$ cat config.mk
export PLATFORM = sky130hd
export DESIGN_NAME = key_cmd_decoder
export DESIGN_NICKNAME = d
export VERILOG_FILES = /design/src/rtl/key_cmd_decoder.sv
export SDC_FILE = /design/constraint.sdc
export NUM_CORES = 1
export LEC_CHECK = 0
export ABC_AREA = 1
export BUFFER_PORTS_ARGS = -buffer_cell sky130_fd_sc_hd__clkbuf_2
export CAP_MARGIN = 20
export CORE_MARGIN = 4
export CORE_UTILIZATION = 59
export CTS_CLUSTER_SIZE = 10
export DETAILED_ROUTE_END_ITERATION = 12
export GPL_TIMING_DRIVEN = 0
export HOLD_SLACK_MARGIN = 0.03
export PLACE_DENSITY = 0.83
export SKIP_CTS_REPAIR_TIMING = 1
export SLEW_MARGIN = 20
export SYNTH_ARGS = -nofsm -noshare
export SYNTH_HDL_FRONTEND = slang
export SYNTH_SLANG_ARGS = --single-unit
$ cat constraint.sdc
create_clock -name clk -period 2.4 [get_ports clk]
set_clock_uncertainty 0.15 [all_clocks]
set_input_delay 0.12 -clock clk [delete_from_list [all_inputs] [get_ports clk]]
set_output_delay 0.12 -clock clk [all_outputs]
set_load 0.02 [all_outputs]
$ cat src/rtl/key_cmd_decoder.sv
// key_cmd_decoder
//   Decodes received UART key bytes into held movement directions and a
//   small FIFO of action commands.
//
//   Parameters
//     FIFO_DEPTH  action-command FIFO entries (power of two, 2..16)
//     HOLD_TICKS  ticks a direction stays active after its last key byte (1..15)
//
//   Ports
//     clk        system clock
//     reset_n    asynchronous active-low reset
//     rx_data    received byte, qualified by rx_valid
//     rx_valid   one-cycle strobe for rx_data
//     tick       one-cycle movement-rate enable
//     cmd_ready  consumer accepts the head action command
//     clr_ovf    clears the sticky overflow flag
//     move       active directions {right, left, down, up}
//     cmd_valid  action FIFO non-empty
//     cmd_code   head action code (1 confirm, 2 cancel, 3 menu), 0 when empty
//     overflow   sticky: an action byte was dropped
//
//   Build option
//     KEY_CASE_FOLD_EN  when defined, uppercase W/S/A/D/X decode like lowercase
module key_cmd_decoder #(
  parameter int unsigned FIFO_DEPTH = 4,
  parameter int unsigned HOLD_TICKS = 3
) (
  input  logic       clk,
  input  logic       reset_n,
  input  logic [7:0] rx_data,
  input  logic       rx_valid,
  input  logic       tick,
  input  logic       cmd_ready,
  input  logic       clr_ovf,
  output logic [3:0] move,
  output logic       cmd_valid,
  output logic [1:0] cmd_code,
  output logic       overflow
);

  localparam int unsigned PTR_W  = (FIFO_DEPTH > 1) ? $clog2(FIFO_DEPTH) : 1;
  localparam int unsigned CNT_W  = PTR_W + 1;
  localparam int unsigned HOLD_W = 4;
  localparam int unsigned CODE_W = 2;
  localparam int unsigned DIRS   = 4;

  localparam logic [HOLD_W-1:0] HOLD_LOAD = HOLD_W'(HOLD_TICKS);
  localparam logic [CNT_W-1:0]  DEPTH_CNT = CNT_W'(FIFO_DEPTH);

  localparam logic [CODE_W-1:0] CODE_CONFIRM = 2'd1;
  localparam logic [CODE_W-1:0] CODE_CANCEL  = 2'd2;
  localparam logic [CODE_W-1:0] CODE_MENU    = 2'd3;

  // Decoded byte: one-hot direction or non-zero action code
  logic [DIRS-1:0]   keyDir;
  logic [CODE_W-1:0] actCode;

  // Movement hold state
  logic [DIRS-1:0][HOLD_W-1:0] holdCnt;
  logic [DIRS-1:0][HOLD_W-1:0] holdCntNext;
  logic [DIRS-1:0]             moveNext;

  // Action FIFO state
  logic [CODE_W-1:0] fifoMem [FIFO_DEPTH];
  logic [PTR_W-1:0]  wrPtr, wrPtrNext;
  logic [PTR_W-1:0]  rdPtr, rdPtrNext;
  logic [CNT_W-1:0]  fifoCnt, fifoCntNext;
  logic              popReq, pushReq, pushOk, ovfSet, isFull;
  logic              cmdValidNext;
  logic [CODE_W-1:0] headNext, cmdCodeNext;
  logic              overflowNext;

  // Byte decode; unknown bytes leave both outputs at zero
  always_comb begin
    keyDir  = '0;
    actCode = '0;
    if (rx_valid) begin
      case (rx_data)
        8'h77: keyDir  = 4'b0001;
        8'h73: keyDir  = 4'b0010;
        8'h61: keyDir  = 4'b0100;
        8'h64: keyDir  = 4'b1000;
        8'h20: actCode = CODE_CONFIRM;
        8'h78: actCode = CODE_CANCEL;
        8'h0D: actCode = CODE_MENU;
`ifdef KEY_CASE_FOLD_EN
        8'h57: keyDir  = 4'b0001;
        8'h53: keyDir  = 4'b0010;
        8'h41: keyDir  = 4'b0100;
        8'h44: keyDir  = 4'b1000;
        8'h58: actCode = CODE_CANCEL;
`endif
        default: ;
      endcase
    end
  end

  // Hold counters: a key reloads its own counter and kills the opposite
  // direction (index ^ 1); reload has priority over a coincident tick
  always_comb begin
    holdCntNext = holdCnt;
    moveNext    = '0;
    for (int d = 0; d < DIRS; d++) begin
      if (keyDir[2'(d)]) begin
        holdCntNext[2'(d)] = HOLD_LOAD;
      end else if (keyDir[2'(d ^ 1)]) begin
        holdCntNext[2'(d)] = '0;
      end else if (tick && (holdCnt[2'(d)] != '0)) begin
        holdCntNext[2'(d)] = holdCnt[2'(d)] - HOLD_W'(1);
      end
      moveNext[2'(d)] = (holdCntNext[2'(d)] != '0);
    end
  end

  // FIFO control; a pop frees the slot so a push into a full FIFO still lands
  always_comb begin
    popReq   = cmd_valid && cmd_ready;
    pushReq  = (actCode != '0);
    isFull   = (fifoCnt == DEPTH_CNT);
    pushOk   = pushReq && (!isFull || popReq);
    ovfSet   = pushReq && isFull && !popReq;

    wrPtrNext   = pushOk ? wrPtr + PTR_W'(1) : wrPtr;
    rdPtrNext   = popReq ? rdPtr + PTR_W'(1) : rdPtr;
    fifoCntNext = fifoCnt;
    if (pushOk && !popReq) begin
      fifoCntNext = fifoCnt + CNT_W'(1);
    end else if (!pushOk && popReq) begin
      fifoCntNext = fifoCnt - CNT_W'(1);
    end

    // The new head is the byte being written when it lands at the read slot
    headNext     = (pushOk && (rdPtrNext == wrPtr)) ? actCode : fifoMem[rdPtrNext];
    cmdValidNext = (fifoCntNext != '0);
    cmdCodeNext  = cmdValidNext ? headNext : '0;

    // A new drop wins over a coincident clear
    overflowNext = overflow;
    if (ovfSet) begin
      overflowNext = 1'b1;
    end else if (clr_ovf) begin
      overflowNext = 1'b0;
    end
  end

  // State and output registers
  always_ff @(posedge clk or negedge reset_n) begin
    if (!reset_n) begin
      holdCnt   <= '0;
      move      <= '0;
      wrPtr     <= '0;
      rdPtr     <= '0;
      fifoCnt   <= '0;
      cmd_valid <= 1'b0;
      cmd_code  <= '0;
      overflow  <= 1'b0;
    end else begin
      holdCnt   <= holdCntNext;
      move      <= moveNext;
      wrPtr     <= wrPtrNext;
      rdPtr     <= rdPtrNext;
      fifoCnt   <= fifoCntNext;
      cmd_valid <= cmdValidNext;
      cmd_code  <= cmdCodeNext;
      overflow  <= overflowNext;
    end
  end

  // FIFO storage; contents are don't-care while the slot is unoccupied
  always_ff @(posedge clk) begin
    if (pushOk) begin
      fifoMem[wrPtr] <= actCode;
    end
  end

endmodule

Yosys cells after proc, flatten, opt, wreduce, memory -nomap -nowiden
Memories as Yosys holds them, arrays and structs flattened.
Cells that the tools add are included.

storage, ports and cells
  input port bits = 14
  memories kept = 1
  logic and storage cells = 64
  flip-flop bits (word level) = 21
  output and inout bits = 8
  memory bits (writable) = 8

operators by class
  add/sub/neg operators = 6
  reduce and logical (&&, ||, !) cells = 20
  equality and inequality tests = 9
  muxes and demuxes = 19

memories
  memory   words  width  rd ports  clocked after Yosys merged registers in  write ports  RTL line  RTL
  fifoMem  4      2      1         0                                        1            64        logic [CODE_W-1:0] fifoMem [FIFO_DEPTH];

operators with widths
  cell                 number
  $eq 8x7->1 const B   5
  $mux 4               6
  $reduce_bool 4->1    4
  $mux 2               5
  $logic_and 1x1->1    9
  $eq 8x4->1 const B   1
  $eq 8x6->1 const B   1
  $pmux 2 s4           1
  $sub 4x1->4 const B  2
  $mux 3               2
  $pmux 2 s3           1
  $add 2x1->2 const B  2
  $mux 1               4
  $reduce_bool 2->1    2
  $add 3x1->3 const B  1
  $eq 3x3->1 const B   1
  $logic_not 1->1      3
  $reduce_bool 3->1    1
  $sub 3x1->3 const B  1
  $eq 2x2->1           1
  $logic_or 1x1->1     1

Longest topological paths before layout
Gate-level depths: netlist of the first run.

  word-level depth = 11
  gate-level depth with buffers = 14
  mapped depth without buffers = 14

Least setup slack after synthesis of the first run
OpenSTA, ideal clock, no wires.

  path kind = reg2reg
  start point = register cmd_valid
  end point = register cmd_code[0]
  slack = 711 ps
  required time = 2,131 ps
  arrival time = 1,420 ps
  path buffers = 0
  stages on the path, launching flop included = 9
  clock period less this slack = 1,689 ps
  cell sequence = dfrtp_1 > nand2_4 > inv_4 > or2_1 > nand2_2 > xor2_2 > nand4_2 > o21ai_1 > nor2_1

between the ends
  word-level cells in the longest chain between the ends = 9
  elaborated cells between the ends (all ways) = 16

ends and longest elaborated chain
  what                      RTL line  RTL
  from (decl)               36        output logic cmd_valid,
  from (signal assigned)    163       cmd_valid <= cmdValidNext;
  $logic_and 1x1->1 (*)     117       popReq = cmd_valid && cmd_ready;
  $logic_or 1x1->1          120       pushOk = pushReq && (!isFull || popReq);
  $logic_and 1x1->1         120
  $logic_not 1->1           128       end else if (!pushOk && popReq) begin
  $logic_and 1x1->1         128
  $mux 3                    128
  $mux 3                    126       if (pushOk && !popReq) begin
  $reduce_bool 3->1         134       cmdValidNext = (fifoCntNext != '0);
  $mux 2 (*)                135       cmdCodeNext = cmdValidNext ? headNext : '0;
  named net cmdCodeNext[0]  70        logic [CODE_W-1:0] headNext, cmdCodeNext;
  to (signal assigned)      164       cmd_code <= cmdCodeNext;
  to (decl)                 37        output logic [1:0] cmd_code,

The timed path passes the listed nets; every way through them passes the cells marked *.
A chain may end at the register's enable or synchronous reset.

Worst setup path after layout of the first run
  start point = input rx_data[2]
  end point = register overflow

between the ends
  word-level cells in the longest chain between the ends = 7
  elaborated cells between the ends (all ways) = 10

ends and longest elaborated chain
  what                                         RTL line  RTL
  from (decl)                                  30        input logic [7:0] rx_data,
  $eq 8x4->1, or another cell as far along     78        case (rx_data)
  $pmux 2 s3 (*)                               78
  $mux 2 (*)                                   77        if (rx_valid) begin
  $reduce_bool 2->1 (*)                        118       pushReq = (actCode != '0);
  $logic_and 1x1->1 (*) (2 in series)          121       ovfSet = pushReq && isFull && !popReq;
  $mux 1 or $reduce_bool 2->1 (tied branches)  --
  to (signal assigned)                         165       overflow <= overflowNext;
  to (decl)                                    38        output logic overflow

Mark *: on every way between the ends. The rest lies on a longest branch, timed or not.

==> flow_summary.toml, run 1 <==
[logic_synthesis]
seq_area_frac_synth_pct = 45.0
synth_most_common_cell = "nand2_1"
synth_top_area_cell = "dfrtp_1"
synth_top_area_share_pct = 30.9
synth_compound_area_share_pct = 3.01
yosys_warnings = 0
synth_area_sq_mm = 0.00170
ys_top_cells_by_area = "dfrtp_1 31%, edfxtp_1 14%, nand2_1 11%"
synthCells = 203
ys_seq_elements = 29
async_flop_share_pct = 72.4
synth_mux_area_share_pct = 0
synth-xor-area-share_pct = 8.16
synth_edf_count = 8
synth_simple_gate_area_share_pct = 26.9
postSynthAreaPerCell_sq_um = 8.38
yosys.area_share.adder_pct = 6.62
synthFlopType = "dfrtp_1"
synth_common_cells = "50 x nand2_1, 38 x inv_1, 21 x dfrtp_1, 21 x nor2_1, 10 x nand3_1"
synth_cell_types = 27
synth_top_family_by_area = "simple AND/OR/NAND/NOR gates"

[worst_setup_path]
startpoint = "rx_data[2]"
rrSetupSlack_ns = 0.59
cp-endpoint = "overflow"
critPathMaxFanout = 4
crit_path_end_kind = "register"
r2r_start = "holdCnt[4]"
reg2reg_to = "move[1]"
cp_data_arrival_time_ns = 2.01
required_ns = 2.53
reg2reg_depth = 7
crit_type = "input port to register"
cp-start-kind = "input port"

[cells_and_area]
fin_cells = 266
area_growth_pct = 13.3
n_antenna_cell = 0
layout.nets = 257
drive_above_1_share_pct = 19.1
nFillCells = 224

[place]
port_buffers = 19
place_congestion = 0.797
hpwl_microns = 2150
placedCellCount = 254

[timing]
fmax_mhz = 530
hold_viol_final = 0
worstMarginPinSlew_ns = 0.538
slew_viol_final = 0
setup_violations = 0
fin_tns_setup_ns = 0
min_period_ns = 1.89
rsz0062_at_grt = "false"
slew_headroom_pct = 64.2
post-route-period-util_pct = 78.6

[power]
cell_internal_pwr_mw = 1.14
leakage_nw = 1.04
pwr_density_cell_mw_per_mm2 = 1020
swShare_pct = 41.7
pwr-share-clk_pct = 14.3
ir_drop_mv = 0.835
p_sw_uw = 818
pwr-share-seq_pct = 39.3
combPwrFrac_pct = 46.5

[global_routing]
grt_usage_pct = 17.8
grt_pass1_vias = 1106
antenna_found_initial = 0
gr-total-overflow = 0
grt_pass1_wl_microns = 4730
grt_max_degree = 22

[drt]
wl_microns = 2760
vias = 1293
drc = 0
post_drt_wl_per_cell_microns = 10.4
drt_pass1_iterations = 4
drtIter0Drc = 49
final_antenna_net_count = 0
vias_per_cell = 4.86

[clock_network]
clk_pin_slew_ns = 0.09
cts_buffer_depth = 2
cts_tree = "done"
cts-htree-levels = 2
clockRootBuffer = "clkbuf_4"
clock-sinks = 29
cts_buffers = 5
clkLatencyLatePin_ns = 0.33

[floorplanning]
start_util_pct = 61.7
ioPinCount = 22
placementRows = 19
die_h_microns = 61.7
core_area_sq_mm = 0.00276
die-area_sq_mm = 0.00381
die_x_microns = 61.7

[min_path]
hold_path_depth = 4
hp-class = "input port to register"

[run_status]
status = "completed"

[run]
max_cap_violations = 0
per-stage QoR:
step	utilization [%]	total power, mW	setup slack [ns]	hold WS (ns)	area, sq um
2_1_floorplan	-	1.51	0.711	-0.326	1710
3_3_place_gp	66.7	1.66	0.665	-0.0355	1840
3_5_place_dp	66.7	1.69	0.598	-0.0311	1840
4_1_cts	68.5	1.97	0.595	-0.392	1890
5_1_grt	69.9	2.16	0.379	0.0769	1930
6_report	69.9	1.96	0.513	0.0379	1930
layout make-up:
type,instances,area [sq um],share of cell area [%]
Buffer,2,15.0,0.779
Clock buffer,8,48.8,2.53
Inverter,41,156,8.11
Multi-Input combinational cell,132,768,39.8
Sequential cell,29,766,39.7
Tap cell,31,38.8,2.01
Timing Repair Buffer,23,135,7.01
layer usage:
layer | up-vias | global-route usage [%] | routed length, microns
met2 | 31 | 27.5 | 1290
li1 | 675 | - | -
met1 | 581 | 21.6 | 1240
met5 | - | 0 | 0
met3 | 6 | 6.40 | 164
met4 | 0 | 10.0 | 72
kinds of logic after synthesis:
logic type	after synthesis
AOI/OAI and AO/OA	10
xor gates and xnor gates	12
adders and majority gates	9
buffers and inverters	43
DFF	29
other	1
and+or+nand+nor	99
sequential cells by signal, summed over array words and instances, names as in the netlist, 2 cells and up:
signal    cells
fifoMem       8
holdCnt       8
fifoCnt       3
cmd_code      2
move          2
rdPtr         2
wrPtr         2
power groups by stage:
stage               Sequential [mW]  Clock (mW)  Combinational, mW
floorplan                     0.809           0              0.700
global placement              0.774           0              0.886
detailed placement            0.782           0              0.911
CTS                           0.771       0.286              0.917
global route                  0.792       0.319               1.05
finish                        0.770       0.280              0.911
how the worst min path moves through the flow:
stage                           from          end  slack [ns]
after floorplan              reset_n  cmd_code[0]       -0.33
after global placement       reset_n   holdCnt[2]       -0.04
after detailed placement     reset_n   holdCnt[2]       -0.03
after CTS                    reset_n   holdCnt[7]       -0.39
after global routing      rx_data[3]   holdCnt[0]        0.08
final                     rx_data[3]   holdCnt[0]        0.04
critical path, cell delays in order:
cell	delay (ns)
dlygate4sd3_1	0.53
clkbuf_2	0.12
inv_1	0.07
nand2_1	0.06
nor2_1	0.08
nand2_1	0.05
nand2_1	0.07
nand2_2	0.09
nand2_2	0.12
nand3_1	0.07
o21ai_0	0.07
dlygate4sd3_1	0.56
cells in the final DEF, fill, tap and decap left out, drive strengths merged:
cell type	Yosys	routed
nand2	60	60
inv	40	40
clkbuf	0	27
nor2	22	22
dfrtp	21	21
nand3	12	12
ha	9	9
xor2	9	9
edfxtp	8	8
o21ai	7	7
dlygate4sd3	0	4
nand4	4	4
xnor2	3	3
a21oi	2	2
buf	2	2
conb	1	2
a31oi	1	1
clkinv	1	1
or2	1	1
(Power assumes the default switching activity.)
==> run 2: changes to the inputs <==
--- a/config.mk
+++ b/config.mk
@@ -9,12 +9,12 @@
 export BUFFER_PORTS_ARGS = -buffer_cell sky130_fd_sc_hd__clkbuf_2
 export CAP_MARGIN = 20
 export CORE_MARGIN = 4
-export CORE_UTILIZATION = 59
+export CORE_UTILIZATION = 51
 export CTS_CLUSTER_SIZE = 10
 export DETAILED_ROUTE_END_ITERATION = 12
 export GPL_TIMING_DRIVEN = 0
 export HOLD_SLACK_MARGIN = 0.03
-export PLACE_DENSITY = 0.83
+export PLACE_DENSITY = 0.77
 export SKIP_CTS_REPAIR_TIMING = 1
 export SLEW_MARGIN = 20
 export SYNTH_ARGS = -nofsm -noshare
==> constraint.sdc (replaced) <==
create_clock -name clk -period 1.65 [get_ports clk]
set_clock_uncertainty 0.15 [all_clocks]
set_input_delay 0.0825 -clock clk [delete_from_list [all_inputs] [get_ports clk]]
set_output_delay 0.0825 -clock clk [all_outputs]
set_load 0.02 [all_outputs]
==> flow_summary.toml, run 2 (same netlist as run 1, synthesis figures left out) <==
[clock_network]
clockRootBuffer = "clkbuf_4"
cts_buffer_depth = 2
cts_tree = "done"
clkLatencyLatePin_ns = 0.33
cts-htree-levels = 2
clk_pin_slew_ns = 0.09
clock-sinks = 29
cts_buffers = 5

[power]
leakage_nw = 1.10
pwr-share-seq_pct = 34.9
ir_drop_mv = 0.638
pwr-share-clk_pct = 12.2
power.total_mw = 3.29
swShare_pct = 43.1
combPwrFrac_pct = 52.9
cell_internal_pwr_mw = 1.87
pwr_density_cell_mw_per_mm2 = 1530
p_sw_mw = 1.42

[drt]
drtIter0Drc = 29
post_drt_wl_per_cell_microns = 11.2
vias_per_cell = 4.54
drc = 0
drt_pass1_iterations = 4
wl_microns = 3220
final_antenna_net_count = 0
vias = 1307

[timing]
fmax_mhz = 591
slew_viol_final = 0
setup_violations = 2
post-route-period-util_pct = 103
min_period_ns = 1.69
slew_headroom_pct = 63.7
hold_viol_final = 0
worstMarginPinSlew_ns = 0.545
fin_ws_ns = -0.0429
rsz0062_at_grt = "true"

[run]
max_cap_violations = 0

[cells_and_area]
layout.nets = 266
area_growth_pct = 26.9
final_cell_mix = "45 x nand2_1, 33 x inv_1, 20 x dfrtp_1, 19 x clkbuf_2, 15 x nor2_1"
design_area_sq_mm = 0.00216
final_common_cell = "nand2_1"
fin_cells = 288
largest_registers = "fifoMem x8, holdCnt x8, fifoCnt x3"
n_antenna_cell = 0
drive_above_1_share_pct = 34.4

[worst_setup_path]
reg2reg_to = "cmd_code[0]"
slowest_stage = "dfrtp_2"
cp_cell_sequence = "nand2_4 > inv_4 > or2_4 > nand2_4 > xor2_2 > nand4_2 > nand2_1 > o21ai_2 > nor2_1"
crit_path_end_kind = "register"
required_ns = 1.75
cp_data_arrival_time_ns = 1.80
r2r_start = "cmd_valid"
crit_family = "simple AND/OR/NAND/NOR gates"
rrSetupSlack_ns = -0.04
crit_buf_inv = 1
path_depth = 9
cp-start-kind = "register"
reg2reg_depth = 9
path_common_cell = "nand2_4"
critPathMaxFanout = 6
max_stage_delay_ns = 0.43
crit_type = "register to register"

[floorplanning]
die_h_microns = 65.8
ioPinCount = 22
start_util_pct = 54.4
die_x_microns = 65.8
core_area_sq_mm = 0.00313
placementRows = 20
die-area_sq_mm = 0.00432

[place]
hpwl_microns = 2210
pre_cts_ws_ns = -0.162
placedCellCount = 267
port_buffers = 19
post_dp_cell_area_sq_mm = 0.00186
place_congestion = 0.746

[min_path]
hp-start = "cmd_ready"
hold_path_depth = 5
hp-class = "input port to register"
hold-path-endpoint = "rdPtr[1]"

[global_routing]
grt_pass1_wl_microns = 4850
grt_usage_pct = 15.3
antenna_found_initial = 0
gr-total-overflow = 0
grt_max_degree = 22
grt_pass1_vias = 1136

[run_status]
status = "complete, but fails checks"
violations = "negative setup slack"
run 2: changes by cell type in the layout (fill, tap and decap cells not counted), sizes merged:
cell / delta
inv: +1
clkbuf: -1
buf: +9
run 2: worst reg2reg max path, delay by kind of cell (launching register included):
family                 cells  cell delay, ns
XOR/XNOR                   1            0.17
AND/OR/NAND/NOR            6            0.78
buffers and inverters      1            0.04
flip-flops                 1            0.43
AO/OA/AOI/OAI              1            0.06
run 2: worst max path at each step:
stage | startpoint | end
after floorplan | cmd_valid | cmd_code[0]
after global placement | holdCnt[4] | move[1]
after detailed placement | holdCnt[4] | move[1]
after CTS | holdCnt[4] | move[1]
after global routing | cmd_valid | cmd_code[0]
final | cmd_valid | cmd_code[0]
run 2: layer usage:
metal | GRT usage (%) | vias to the layer above | routed length, microns
met1 | 19.5 | 581 | 1530
met5 | 0 | - | 0
met3 | 3.59 | 8 | 126
met2 | 23.3 | 29 | 1470
met4 | 9.33 | 0 | 84
li1 | - | 689 | -
run 2: power groups by stage:
stage | logic (mW) | registers [mW] | clock network [mW]
floorplan | 1.02 | 1.18 | 0
global placement | 1.29 | 1.13 | 0
detailed placement | 1.32 | 1.15 | 0
CTS | 1.33 | 1.13 | 0.414
global route | 1.96 | 1.17 | 0.461
finish | 1.74 | 1.15 | 0.401
run 2: final cells by class:
cell class,count,area [sq um]
Buffer,2,15.0
Clock buffer,7,45.0
Clock inverter,1,5.00
Fill cell,249,968
Inverter,41,156
Multi-Input combinational cell,132,913
Sequential cell,29,767
Tap cell,44,55.1
Timing Repair Buffer,32,203
run 2: through the flow:
stage	hold WS, ns	setup TNS (ns)	util (%)
final	0.0457	-0.0720	69.0
after global routing	0.0470	-0.361	69.0
after detailed placement	-0.0614	-0.936	59.4
after floorplan	-0.363	0	-
after global placement	-0.0705	-0.646	59.4
after CTS	-0.429	-1.16	61.0
